**src/rtl/dct_pkg.sv**
```systemverilog
// Shared constants and pair-tag encodings for the DCT row pair path.
// Latency: n/a (package only).
// Backpressure: n/a (package only).
package dct_pkg;
  localparam int ROW_LEN   = 8;
  localparam int PAIRS     = 4;
  localparam int SEL_W     = 2;
  localparam int IDX_W     = 3;
  localparam int DEF_WIDTH = 8;

  // Sele encodings, also decoded by the downstream 1-to-4 selector
  typedef enum logic [SEL_W-1:0] {
    SEL_P07 = 2'd0,
    SEL_P16 = 2'd1,
    SEL_P25 = 2'd2,
    SEL_P34 = 2'd3
  } sel_e;

  // Index of the mirrored partner sample within a row: k -> 7-k
  function automatic logic [IDX_W-1:0] mirror_idx(input logic [IDX_W-1:0] idx);
    return IDX_W'(ROW_LEN - 1) - idx;
  endfunction
endpackage

```
**src/rtl/dct_row_bank.sv**
```systemverilog
// One row buffer: 8 sample registers plus a full flag, two combinational read ports.
// Latency: write visible on read ports the cycle after the write edge.
// Backpressure: none locally; the owner gates writes with the full flag.
module dct_row_bank
  import dct_pkg::*;
#(
  parameter int WIDTH = DEF_WIDTH
) (
  input  logic             Clk,
  input  logic             Rst_n,
  input  logic             i_we,
  input  logic [IDX_W-1:0] i_wr_idx,
  input  logic [WIDTH-1:0] i_wr_dat,
  input  logic             i_set_full,
  input  logic             i_clr_full,
  input  logic [IDX_W-1:0] i_lo_idx,
  input  logic [IDX_W-1:0] i_hi_idx,
  output logic [WIDTH-1:0] o_lo_dat,
  output logic [WIDTH-1:0] o_hi_dat,
  output logic             o_full
);

  logic [WIDTH-1:0] r_mem [ROW_LEN];
  logic             r_full;

  // Sample storage; cleared on reset so an empty sequencer shows zeros
  always_ff @(posedge Clk or negedge Rst_n) begin
    if (!Rst_n) begin
      for (int i = 0; i < ROW_LEN; i++) r_mem[i] <= '0;
    end else if (i_we) begin
      r_mem[i_wr_idx] <= i_wr_dat;
    end
  end

  // Full flag: set when the last sample lands, cleared when the last pair leaves
  always_ff @(posedge Clk or negedge Rst_n) begin
    if (!Rst_n)          r_full <= 1'b0;
    else if (i_set_full) r_full <= 1'b1;
    else if (i_clr_full) r_full <= 1'b0;
  end

  assign o_lo_dat = r_mem[i_lo_idx];
  assign o_hi_dat = r_mem[i_hi_idx];
  assign o_full   = r_full;

endmodule

```
**src/rtl/dct_row_pair_sequencer.sv**
```systemverilog
// Collects serial 8-sample rows into a ping-pong buffer and emits mirrored pairs tagged by Sele.
// Latency: first pair valid the cycle after the 8th sample is accepted.
// Backpressure: In_Ready drops while both banks hold complete rows; Out_Valid holds until Out_Ready.
module dct_row_pair_sequencer
  import dct_pkg::*;
#(
  parameter int WIDTH    = DEF_WIDTH,
  parameter int ROWS_BLK = 8
) (
  input  logic             Clk,
  input  logic             Rst_n,
  input  logic             In_Valid,
  output logic             In_Ready,
  input  logic [WIDTH-1:0] In_Data,
  output logic             Out_Valid,
  input  logic             Out_Ready,
  output logic [WIDTH-1:0] Data_Lo,
  output logic [WIDTH-1:0] Data_Hi,
  output logic [SEL_W-1:0] Sele,
  output logic             Out_Row_Last,
  output logic             Out_Block_Last
);

  localparam int RC_W = (ROWS_BLK > 1) ? $clog2(ROWS_BLK) : 1;

  logic             r_wr_bank;
  logic             r_rd_bank;
  logic [IDX_W-1:0] r_wr_idx;
  logic [SEL_W-1:0] r_sele;
  logic [RC_W-1:0]  r_row_cnt;

  logic             w_full0, w_full1;
  logic [WIDTH-1:0] w_lo0, w_hi0, w_lo1, w_hi1;
  logic [IDX_W-1:0] w_lo_idx, w_hi_idx;
  logic             w_in_acc, w_out_acc, w_row_done, w_pair_last, w_drain_done;

  assign w_in_acc     = In_Valid && In_Ready;
  assign w_out_acc    = Out_Valid && Out_Ready;
  assign w_row_done   = w_in_acc && (r_wr_idx == IDX_W'(ROW_LEN - 1));
  assign w_pair_last  = (r_sele == SEL_P34);
  assign w_drain_done = w_out_acc && w_pair_last;
  assign w_lo_idx     = IDX_W'(r_sele);
  assign w_hi_idx     = mirror_idx(w_lo_idx);

  dct_row_bank #(.WIDTH(WIDTH)) u_bank0 (
    .Clk        (Clk),
    .Rst_n      (Rst_n),
    .i_we       (w_in_acc && !r_wr_bank),
    .i_wr_idx   (r_wr_idx),
    .i_wr_dat   (In_Data),
    .i_set_full (w_row_done && !r_wr_bank),
    .i_clr_full (w_drain_done && !r_rd_bank),
    .i_lo_idx   (w_lo_idx),
    .i_hi_idx   (w_hi_idx),
    .o_lo_dat   (w_lo0),
    .o_hi_dat   (w_hi0),
    .o_full     (w_full0)
  );

  dct_row_bank #(.WIDTH(WIDTH)) u_bank1 (
    .Clk        (Clk),
    .Rst_n      (Rst_n),
    .i_we       (w_in_acc && r_wr_bank),
    .i_wr_idx   (r_wr_idx),
    .i_wr_dat   (In_Data),
    .i_set_full (w_row_done && r_wr_bank),
    .i_clr_full (w_drain_done && r_rd_bank),
    .i_lo_idx   (w_lo_idx),
    .i_hi_idx   (w_hi_idx),
    .o_lo_dat   (w_lo1),
    .o_hi_dat   (w_hi1),
    .o_full     (w_full1)
  );

  // Write side: advance sample index, hop to the other bank after the 8th sample
  always_ff @(posedge Clk or negedge Rst_n) begin
    if (!Rst_n) begin
      r_wr_bank <= 1'b0;
      r_wr_idx  <= '0;
    end else if (w_in_acc) begin
      if (w_row_done) begin
        r_wr_bank <= ~r_wr_bank;
        r_wr_idx  <= '0;
      end else begin
        r_wr_idx  <= r_wr_idx + 1'b1;
      end
    end
  end

  // Read side: step through the 4 pairs, then release the bank and count the row
  always_ff @(posedge Clk or negedge Rst_n) begin
    if (!Rst_n) begin
      r_rd_bank <= 1'b0;
      r_sele    <= SEL_P07;
      r_row_cnt <= '0;
    end else if (w_out_acc) begin
      if (w_pair_last) begin
        r_rd_bank <= ~r_rd_bank;
        r_sele    <= SEL_P07;
        r_row_cnt <= (r_row_cnt == RC_W'(ROWS_BLK - 1)) ? '0 : r_row_cnt + 1'b1;
      end else begin
        r_sele    <= r_sele + 1'b1;
      end
    end
  end

  assign In_Ready       = r_wr_bank ? !w_full1 : !w_full0;
  assign Out_Valid      = r_rd_bank ? w_full1 : w_full0;
  assign Data_Lo        = r_rd_bank ? w_lo1 : w_lo0;
  assign Data_Hi        = r_rd_bank ? w_hi1 : w_hi0;
  assign Sele           = r_sele;
  assign Out_Row_Last   = Out_Valid && w_pair_last;
  assign Out_Block_Last = Out_Row_Last && (r_row_cnt == RC_W'(ROWS_BLK - 1));

endmodule
```
**config.mk**
```make
export PLATFORM = sky130hd
export DESIGN_NAME = dct_row_pair_sequencer
export DESIGN_NICKNAME = d
export VERILOG_FILES = /design/src/rtl/dct_pkg.sv /design/src/rtl/dct_row_bank.sv /design/src/rtl/dct_row_pair_sequencer.sv
export SDC_FILE = /design/constraint.sdc
export NUM_CORES = 1
export LEC_CHECK = 0
export ABC_AREA = 0
export CAP_MARGIN = 20
export CORE_UTILIZATION = 35
export CTS_CLUSTER_SIZE = 25
export DETAILED_ROUTE_END_ITERATION = 7
export GPL_ROUTABILITY_DRIVEN = 1
export PLACE_DENSITY = 0.52
export SYNTH_ARGS = -nofsm -noshare
export SYNTH_HDL_FRONTEND = slang
export SYNTH_SLANG_ARGS = --single-unit
export TNS_END_PERCENT = 5
```
**constraint.sdc**
```tcl
create_clock -name Clk -period 3.6 [get_ports Clk]
set_input_delay 0.36 -clock Clk [delete_from_list [all_inputs] [get_ports Clk]]
set_output_delay 0.36 -clock Clk [all_outputs]
set_load 0.01 [all_outputs]
```
== Yosys cells after proc, flatten, opt, wreduce, memory -nomap -nowiden ==
Index checks and enable logic that the tools add are counted.

* Flip-flop bits (word level): 140
* Bits of input ports: 12
* Output and inout bits: 22
* Word-level logic and storage cells: 87

* Add/subtract/negate cells: 4
* $lt $le $gt $ge: 4
* Equality and inequality tests: 3
* Multiplexer cells: 27
* Bitwise gates (word level): 5
* Reductions and logical operators: 21

{| class="wikitable"
|+ Operators by type and width
! cell !! count
|-
| 64-bit bitwise mux || 2
|-
| 8-bit binary-select mux with 3-bit select || 4
|-
| 8-bit 2-to-1 mux || 11
|-
| 8-bit demux with 3-bit select || 1
|-
| 1-bit logical AND || 13
|-
| 4-bit greater-or-equal comparator (second input constant) || 3
|-
| 3-bit inverter with 4-bit output || 2
|-
| 3-bit by 1-bit adder with 3-bit output (second input constant) || 2
|-
| 3-bit equality test (second input constant) || 2
|-
| 1-bit 2-to-1 mux || 6
|-
| 3-bit 2-to-1 mux || 2
|-
| 1-bit logical NOT || 4
|-
| 4-bit by 1-bit < comparator with 1-bit output (second input constant) || 1
|-
| 2-bit inverter with 4-bit output || 1
|-
| 2-bit AND reduction || 2
|-
| 2-bit nonzero test || 2
|-
| 3-bit by 2-bit subtractor with 3-bit output (first input constant) || 1
|-
| 2-bit by 1-bit adder with 2-bit output (second input constant) || 1
|-
| 2-bit equality test (second input constant) || 1
|-
| 2-bit 2-to-1 mux || 1
|-
| 1-bit inverter || 2
|}

== Depth between registers and ports, before layout ==
Gate-level depths: netlist of the first run.

* Depth after elaboration: 6
* Mapped depth: 5

== Modules after synthesis ==
A second synthesis of the first run with hierarchy kept.

* Cell total of the unflattened synthesis: 477
* Area, all modules: 7,926.4 um2

{| class="wikitable"
|+ By module, submodules not included
! module !! times used !! cells each !! area each (um2) !! sequential area each (um2)
|-
| dct_row_bank || 2 || 204 || 3,575.9 || 1,626.6
|-
| dct_row_pair_sequencer || 1 || 69 || 774.5 || 250.2
|}

== Least setup slack after synthesis of the first run ==
Ideal clock, no wire load.

* Kind: register to output
* Start: reg r_sele[0], in the netlist Sele[0]
* End: out Data_Lo[0]
* Data arrival time: 1,727 ps
* Setup slack: 1,513 ps
* Cell stages (with the launch flop): 5
* Path buffers: 2
* Cells stage by stage: dfrtp_1 > buf_2 > buf_2 > mux4_2 > mux2_2

* Word-level cells in the longest chain between the ends: 5
* Elaborated cells between the ends (all ways): 8
* Classes of those cells: 7 x mux; 1 x bitwise

{| class="wikitable"
|+ Ends and longest elaborated chain
! item !! RTL line !! text
|-
| start: declaration || dct_row_pair_sequencer.sv:29 || <nowiki>logic [SEL_W-1:0] r_sele;</nowiki>
|-
| start signal: assignment || dct_row_pair_sequencer.sv:102 || <nowiki>r_sele <= r_sele + 1'b1;</nowiki>
|-
| 2-bit inverter with 4-bit output (implied by the code) (*) || dct_row_bank.sv:42 || <nowiki>assign o_lo_dat = r_mem[i_lo_idx];</nowiki>
|-
| 8-bit binary-select mux with 3-bit select || dct_row_bank.sv:42 ||
|-
| 8-bit 2-to-1 mux (implied by the code) (2 in series) || dct_row_bank.sv:42 ||
|-
| 8-bit 2-to-1 mux (*) || dct_row_pair_sequencer.sv:109 || <nowiki>assign Data_Lo = r_rd_bank ? w_lo1 : w_lo0;</nowiki>
|-
| end: declaration || dct_row_pair_sequencer.sv:17 || <nowiki>output logic [WIDTH-1:0] Data_Lo,</nowiki>
|}

Mark *: on every way between the ends. The rest lies on a longest branch, timed or not. The select of a mux whose other input is x is not followed.

== Final worst setup path of the first run ==
* Start: reg r_sele[0], in the netlist Sele[0]
* End: out Data_Hi[7]

* Word-level cells in the longest chain between the ends: 6
* Elaborated cells between the ends (all ways): 9
* Classes of those cells: 1 x add/sub; 7 x mux; 1 x bitwise

{| class="wikitable"
|+ Ends and longest elaborated chain
! item !! RTL line !! text
|-
| 3-bit by 2-bit subtractor with 3-bit output (*) || dct_pkg.sv:21 || <nowiki>return IDX_W'(ROW_LEN - 1) - idx;</nowiki>
|-
| 3-bit inverter with 4-bit output (implied by the code) (*) || dct_row_bank.sv:43 || <nowiki>assign o_hi_dat = r_mem[i_hi_idx];</nowiki>
|-
| 8-bit binary-select mux with 3-bit select || dct_row_bank.sv:43 ||
|-
| 8-bit 2-to-1 mux (implied by the code) (2 in series) || dct_row_bank.sv:43 ||
|-
| 8-bit 2-to-1 mux (*) || dct_row_pair_sequencer.sv:110 || <nowiki>assign Data_Hi = r_rd_bank ? w_hi1 : w_hi0;</nowiki>
|-
| end: declaration || dct_row_pair_sequencer.sv:18 || <nowiki>output logic [WIDTH-1:0] Data_Hi,</nowiki>
|}

Marks and branches as above.

==> results of run 1 <==
-- flip-flops by register name, summed over array words and instances (netlist names) --
signal and flops:
r_row_cnt 3, Sele 2, r_wr_idx 3, u_bank0.o_full 1, u_bank1.o_full 1, u_bank1.r_mem 64
u_bank0.r_mem 64, r_wr_bank 1, r_rd_bank 1
-- placed cells by master (no fill, tap or decap), types with 2 or more instances in the layout --
master / instances
nand2_1: 11
mux2_2: 145
clkinv_2: 2
buf_4: 6
clkdlybuf4s50_1: 32
nor3b_4: 2
nor2_1: 4
nor2b_1: 6
mux4_2: 32
a31oi_1: 2
o21ai_0: 2
bufinv_16: 4
mux2_4: 8
a21oi_1: 2
o31ai_1: 2
clkinvlp_4: 2
inv_6: 2
and3_1: 2
dfrtp_1: 139
ha_1: 5
nand2_2: 3
clkinv_4: 3
clkbuf_16: 17
-- worst paths after layout --
check | slack [ps] | endpoint | depth (start not counted) | from
min in group Clk | 500 | u_bank0.r_mem[18]$_DFFE_PN0P_ | 1 | u_bank0.r_mem[18]$_DFFE_PN0P_
max reg2reg | 1530 | u_bank0.r_mem[5]$_DFFE_PN0P_ | 3 | r_wr_bank$_DFFE_PN0P_
max in group asynchronous | 2600 | u_bank1.r_mem[16]$_DFFE_PN0P_ | 2 | Rst_n
min | -10 | Sele[1]$_DFFE_PN0N_ | 1 | Rst_n
max | 540 | Data_Hi[7] | 4 | Sele[0]$_DFFE_PN0N_
min reg2reg | 500 | u_bank0.r_mem[18]$_DFFE_PN0P_ | 1 | u_bank0.r_mem[18]$_DFFE_PN0P_
-- synth_stat cells (2+ instances only) --
library cell	n	area [um^2]
clkbuf_1	13	48.80
a21oi_1	2	10.01
o31ai_1	2	15.01
dfrtp_1	140	3503
mux2_2	145	1633
ha_1	5	62.56
nand2_1	11	41.29
buf_6	2	22.52
and3_1	2	12.51
a31oi_1	2	12.51
nor2_1	4	15.01
o21ai_0	2	10.01
nand2_2	3	18.77
nor2b_1	6	37.54
mux4_2	32	720.7
mux2_4	8	120.1
nor3b_4	2	37.54
buf_2	6	30.03
-- per-stage QoR --
step | worst slack (ps) | util | hold WS [ps] | cell area (um^2) | power (mW)
floorplan | 1513 | - | 64.41 | 6492 | 4.661
global placement | 924.6 | 0.3903 | 482.3 | 7059 | 5.568
detailed placement | 903.9 | 0.3903 | 488.4 | 7059 | 5.637
CTS | 444.6 | 0.4253 | 84.43 | 7691 | 7.542
global route | 379.6 | 0.4253 | 124.3 | 7691 | 7.891
finish | 535.6 | 0.4253 | -13.68 | 7691 | 7.441
-- report_power, final --
| group | switching (mW) | internal (mW) |
|---|---|---|
| logic | 0.981 | 1.80 |
| clock network | 0.697 | 1.18 |
| registers | 0.481 | 2.30 |
-- worst max-delay path: cells and delay by family, from the launching register on --
family                 cells  cell delay, ps
flip-flops                 1             680
buffers and inverters      2             770
multiplexers               2             830
-- logic make-up (layout without fill, tap and decap cells) --
group | count (synthesis) | in the layout
AO/OA/AOI/OAI | 8 | 8
adder cells (fa/ha/maj) | 5 | 5
buffers and inverters | 24 | 72
flip-flops | 140 | 140
multiplexers | 186 | 186
AND/OR/NAND/NOR | 36 | 36
-- cell type report --
type / instances / area (um^2) / area share
clock buffers: 19 / 442.9 / 0.05759
flip-flops and latches: 140 / 3505 / 0.4557
multi-input cells: 235 / 2872 / 0.3734
clock inverters: 13 / 188.9 / 0.02456
repair buffers: 40 / 396.6 / 0.05157
well taps: 229 / 286.5 / 0.03725
-- per-layer routing --
layer / part of all wire / routed length (um) / GRT usage / vias to the layer above
li1: - / - / - / 1561
met1: 0.48 / 6459 / 0.2124 / 1877
met2: 0.47 / 6420 / 0.2460 / 62
met3: 0.037 / 501 / 0.04157 / 22
met4: 0.015 / 209 / 0.04908 / 0
met5: 0 / 0 / 0 / -
==> impl_metrics.json, run 1 <==
{
  "critPathLaunchType": "flop",
  "vias": 3522,
  "die-area_mm2": 0.01910,
  "synth-main-ff-cell": "dfrtp_1",
  "cp-end-kind": "output pin",
  "final_cells": 676,
  "ys.warnings.count": 0,
  "via_per_inst": 5.210,
  "drc_errors": 2,
  "ctsHoldBuffers": 0,
  "synth_xor_area_frac": 0,
  "synth.area.mux_share": 0.3825,
  "h-tree-depth": 4,
  "ctsResizeCount": 0,
  "post-place-cells": 644,
  "fin_crit_ps": 3064,
  "syn_to_final_growth_pct": 18.46,
  "grt_pass1_wl_um": 22450,
  "synth_top_family_by_area": "multiplexers",
  "slowest_delay_ps": 680,
  "diodes": 0,
  "finalClockSkew_ps": 6.747,
  "setup_viol": 0,
  "slowest_stage": "dfrtp_2",
  "ant_nets": 0,
  "fp-row-count": 49,
  "synthArstFlopShare": 1.000,
  "pwr_density_cell_mw_per_mm2": 967.5,
  "grt.total_usage": 0.1566,
  "syn_avg_cell_area_um2": 16.27,
  "grt_max_degree": 99,
  "core_area_mm2": 0.01809,
  "drt-total-wl_um": 13590,
  "power.leakage_nw": 3.371,
  "maxSlewViolCount": 0,
  "final.setup.tns_ps": 0,
  "fin_nets": 451,
  "synth_compound_area_frac": 0.007323,
  "hpwl_um": 8484,
  "hp-class": "primary input to asynchronous set/reset pin",
  "gp_congestion": 0.7106,
  "synth.distinct_cells": 30,
  "arrival_ps": 2700,
  "vdd_drop_max_mv": 0.4402,
  "drt_iter0_drc": 187,
  "initial_utilization": 0.3590,
  "crit_fanout": 22,
  "rsz0062_at_grt": "false",
  "cts-root-buf": "clkbuf_16",
  "whs_ps": -13.68,
  "cp_cell_sequence": "buf_12 > mux4_2 > mux2_2 > clkdlybuf4s50_1",
  "syn_nets": 416,
  "cts_buffers": 17,
  "cts_sinks": 140,
  "max_slew_margin": 0.3496,
  "drive_gt1_frac": 0.5257,
  "worstMarginPinSlew_ps": 975.6,
  "clk_latency_ps": 420,
  "ys_ff_latch": 140,
  "wire_per_inst_um": 20.10,
  "synth_area_mm2": 0.006492,
  "fillCellCount": 1617,
  "cts.path.max_buffers": 2,
  "die_w_um": 138.2,
  "final_hold_viol_count": 2,
  "max_freq_ghz": 0.3263,
  "outcome": "finished, violations left",
  "antenna_found_initial": 0,
  "cts_tree": "done",
  "syn_inst": 399,
  "synth_edf_count": 0,
  "postCtsSetupRepairBufs": 0,
  "yosysSeqAreaShare": 0.5396,
  "maxCapViolations": 0,
  "grt_pass1_vias": 3871,
  "clkTransAtPathRegs_ps": 60,
  "crit_type": "flop to output pin",
  "ios": 34,
  "synth_fa_ha_area_frac": 0.009636,
  "port_buffers": 33,
  "gr-total-overflow": 0,
  "fin_crit_sh": 0.8512,
  "violations": "DRC, hold timing",
  "die_h_um": 138.2,
  "synthSimpleGateAreaFrac": 0.04278,
  "worstPathRequired_ps": 3240,
  "dr.pass1.iters": 6
}
Note: power is estimated with default switching activity, not from simulation.
==> run 2, diff against run 1 <==
--- a/config.mk
+++ b/config.mk
@@ -8,6 +8,7 @@
 export ABC_AREA = 0
 export CAP_MARGIN = 20
 export CORE_UTILIZATION = 35
+export CTS_CLUSTER_DIAMETER = 40
 export CTS_CLUSTER_SIZE = 25
 export DETAILED_ROUTE_END_ITERATION = 7
 export GPL_ROUTABILITY_DRIVEN = 1
==> results of run 2 <==
No change in the layout: final DEF, timing and power equal those of run 1.
==> run 3, diff against run 2 <==
--- a/config.mk
+++ b/config.mk
@@ -7,12 +7,12 @@
 export LEC_CHECK = 0
 export ABC_AREA = 0
 export CAP_MARGIN = 20
-export CORE_UTILIZATION = 35
+export CORE_UTILIZATION = 50
 export CTS_CLUSTER_DIAMETER = 40
 export CTS_CLUSTER_SIZE = 25
 export DETAILED_ROUTE_END_ITERATION = 7
 export GPL_ROUTABILITY_DRIVEN = 1
-export PLACE_DENSITY = 0.52
+export PLACE_DENSITY = 0.69
 export SYNTH_ARGS = -nofsm -noshare
 export SYNTH_HDL_FRONTEND = slang
 export SYNTH_SLANG_ARGS = --single-unit
==> run 3 against run 2 <==
  * The run now ends clean
  * Clock skew decreased by 2.5 ps
  * Global-route usage increased by 6.5 points
  * Flip-flop and latch count unchanged
  * Setup slack improved by 160 ps
  * Core utilization increased by 18 points
  * Register-to-register slack improved by 110 ps
  * Sequential power decreased by 2%
==> impl_metrics.json, run 3 (synthesis gave the netlist of run 1 again) <==
{
  "p_sw_frac": 0.2810,
  "die_w_um": 116.0,
  "worstPathRequired_ps": 3240,
  "final_cell_mix": "mux2_2, dfrtp_1, mux4_2, clkdlybuf4s50_1, clkbuf_16",
  "fin_crit_sh": 0.8077,
  "diodes": 0,
  "fin_crit_ps": 2908,
  "postCtsSetupRepairBufs": 0,
  "drc_errors": 0,
  "grt_max_degree": 111,
  "cts.path.max_buffers": 2,
  "worstMarginPinSlew_ps": 1007,
  "reg2reg_depth": 3,
  "via_per_inst": 5.671,
  "cts_buffers": 17,
  "clk_latency_ps": 420,
  "drt_iter0_drc": 164,
  "crit_type": "flop to output pin",
  "fillCellCount": 990,
  "hp-class": "primary input to asynchronous set/reset pin",
  "place_ws_ps": 1123,
  "syn_to_final_growth_pct": 17.85,
  "port_buffers": 33,
  "rsz0062_at_grt": "false",
  "cp-end-kind": "output pin",
  "finalCoreUtilization": 0.6063,
  "dr.pass1.iters": 4,
  "final_hold_viol_count": 0,
  "clkTransAtPathRegs_ps": 60,
  "maxSlewViolCount": 0,
  "grt_pass1_wl_um": 21370,
  "pwr-share-seq": 0.365,
  "multi_input_area_mm2": 0.002872,
  "reg.largest.list": "u_bank0.r_mem x64, u_bank1.r_mem x64",
  "grt.total_usage": 0.2219,
  "hpwl_um": 7743,
  "wire_per_inst_um": 20.60,
  "fp-row-count": 41,
  "final_common_cell": "mux2_2",
  "gr-total-overflow": 0,
  "pwr_density_cell_mw_per_mm2": 980.4,
  "p_clk_frac": 0.260,
  "layout.area.seq_mm2": 0.003505,
  "p_switching_mw": 2.108,
  "drt-total-wl_um": 12770,
  "power.internal_mw": 5.394,
  "finalClockSkew_ps": 4.257,
  "core_area_mm2": 0.01262,
  "critPathLaunchType": "flop",
  "vdd_drop_max_mv": 0.5356,
  "maxCapViolations": 0,
  "setup_viol": 0,
  "ant_nets": 0,
  "vias": 3516,
  "cts_sinks": 140,
  "h-tree-depth": 4,
  "ctsHoldBuffers": 0,
  "final.setup.tns_ps": 0,
  "fin_nets": 452,
  "power.leakage_nw": 3.389,
  "comb_power_share": 0.376,
  "gp_congestion": 0.7593,
  "cts_tree": "done",
  "arrival_ps": 2550,
  "fin_ws_ps": 692.3,
  "ctsResizeCount": 0,
  "cts-root-buf": "clkbuf_16",
  "die-area_mm2": 0.01344,
  "max_freq_ghz": 0.3439,
  "grt_pass1_vias": 3898,
  "antenna_found_initial": 0,
  "max_slew_margin": 0.3290,
  "initial_utilization": 0.5145,
  "die_h_um": 116.0,
  "drive_gt1_frac": 0.5290,
  "ios": 34,
  "outcome": "complete, no violations",
  "crit_fanout": 21
}
[run 3: final cells by class]
class	count	area share
clock buffers	21	0.06280
clock inverters	11	0.02453
multi-input cells	235	0.3753
flip-flops and latches	140	0.4581
well taps	172	0.02813
repair buffers	41	0.05119
[run 3: final timing paths]
| path | from | to | slack (ps) |
|---|---|---|---|
| setup / recovery | Sele[0]$_DFFE_PN0N_ | Data_Lo[6] | 690 |
| hold / removal | Rst_n | u_bank0.r_mem[8]$_DFFE_PN0P_ | 50 |
| setup reg to reg | r_wr_bank$_DFFE_PN0P_ | u_bank0.r_mem[5]$_DFFE_PN0P_ | 1640 |
| hold reg to reg | u_bank0.r_mem[39]$_DFFE_PN0P_ | u_bank0.r_mem[39]$_DFFE_PN0P_ | 500 |
| max in group asynchronous | Rst_n | u_bank0.r_mem[63]$_DFFE_PN0P_ | 2680 |
| min in group Clk | u_bank0.r_mem[39]$_DFFE_PN0P_ | u_bank0.r_mem[39]$_DFFE_PN0P_ | 500 |
[run 3: critical path, stage by stage (launching register included)]
cell and delay, ps:
dfrtp_2 350, buf_4 390, mux4_2 600, mux2_2 290, clkdlybuf4s50_1 480
[run 3: metal layers]
metal | routed length, um | vias up | track usage
met4 | 205 | 0 | 0.08718
li1 | - | 1561 | -
met1 | 5833 | 1889 | 0.2985
met5 | 0 | - | 0
met2 | 6377 | 52 | 0.3544
met3 | 355 | 14 | 0.04759
[run 3: metrics by stage]
step	power [mW]	std cells	area [um^2]	hold slack [ps]
after floorplan	4.661	399	6492	64.41
after CTS	7.592	620	7651	117.7
final	7.501	620	7651	49.79
after detailed placement	5.594	588	6983	488.5
after global routing	7.951	620	7651	159.5
after global placement	5.478	588	6983	482.0
[run 3: power groups by stage]
stage	Clock (mW)	Combinational, mW	Sequential [mW]
after global placement	0	2.79	2.69
final	1.95	2.82	2.73
after floorplan	0	2.07	2.59
after global routing	2.05	3.07	2.83
after detailed placement	0	2.85	2.75
after CTS	1.99	2.87	2.73
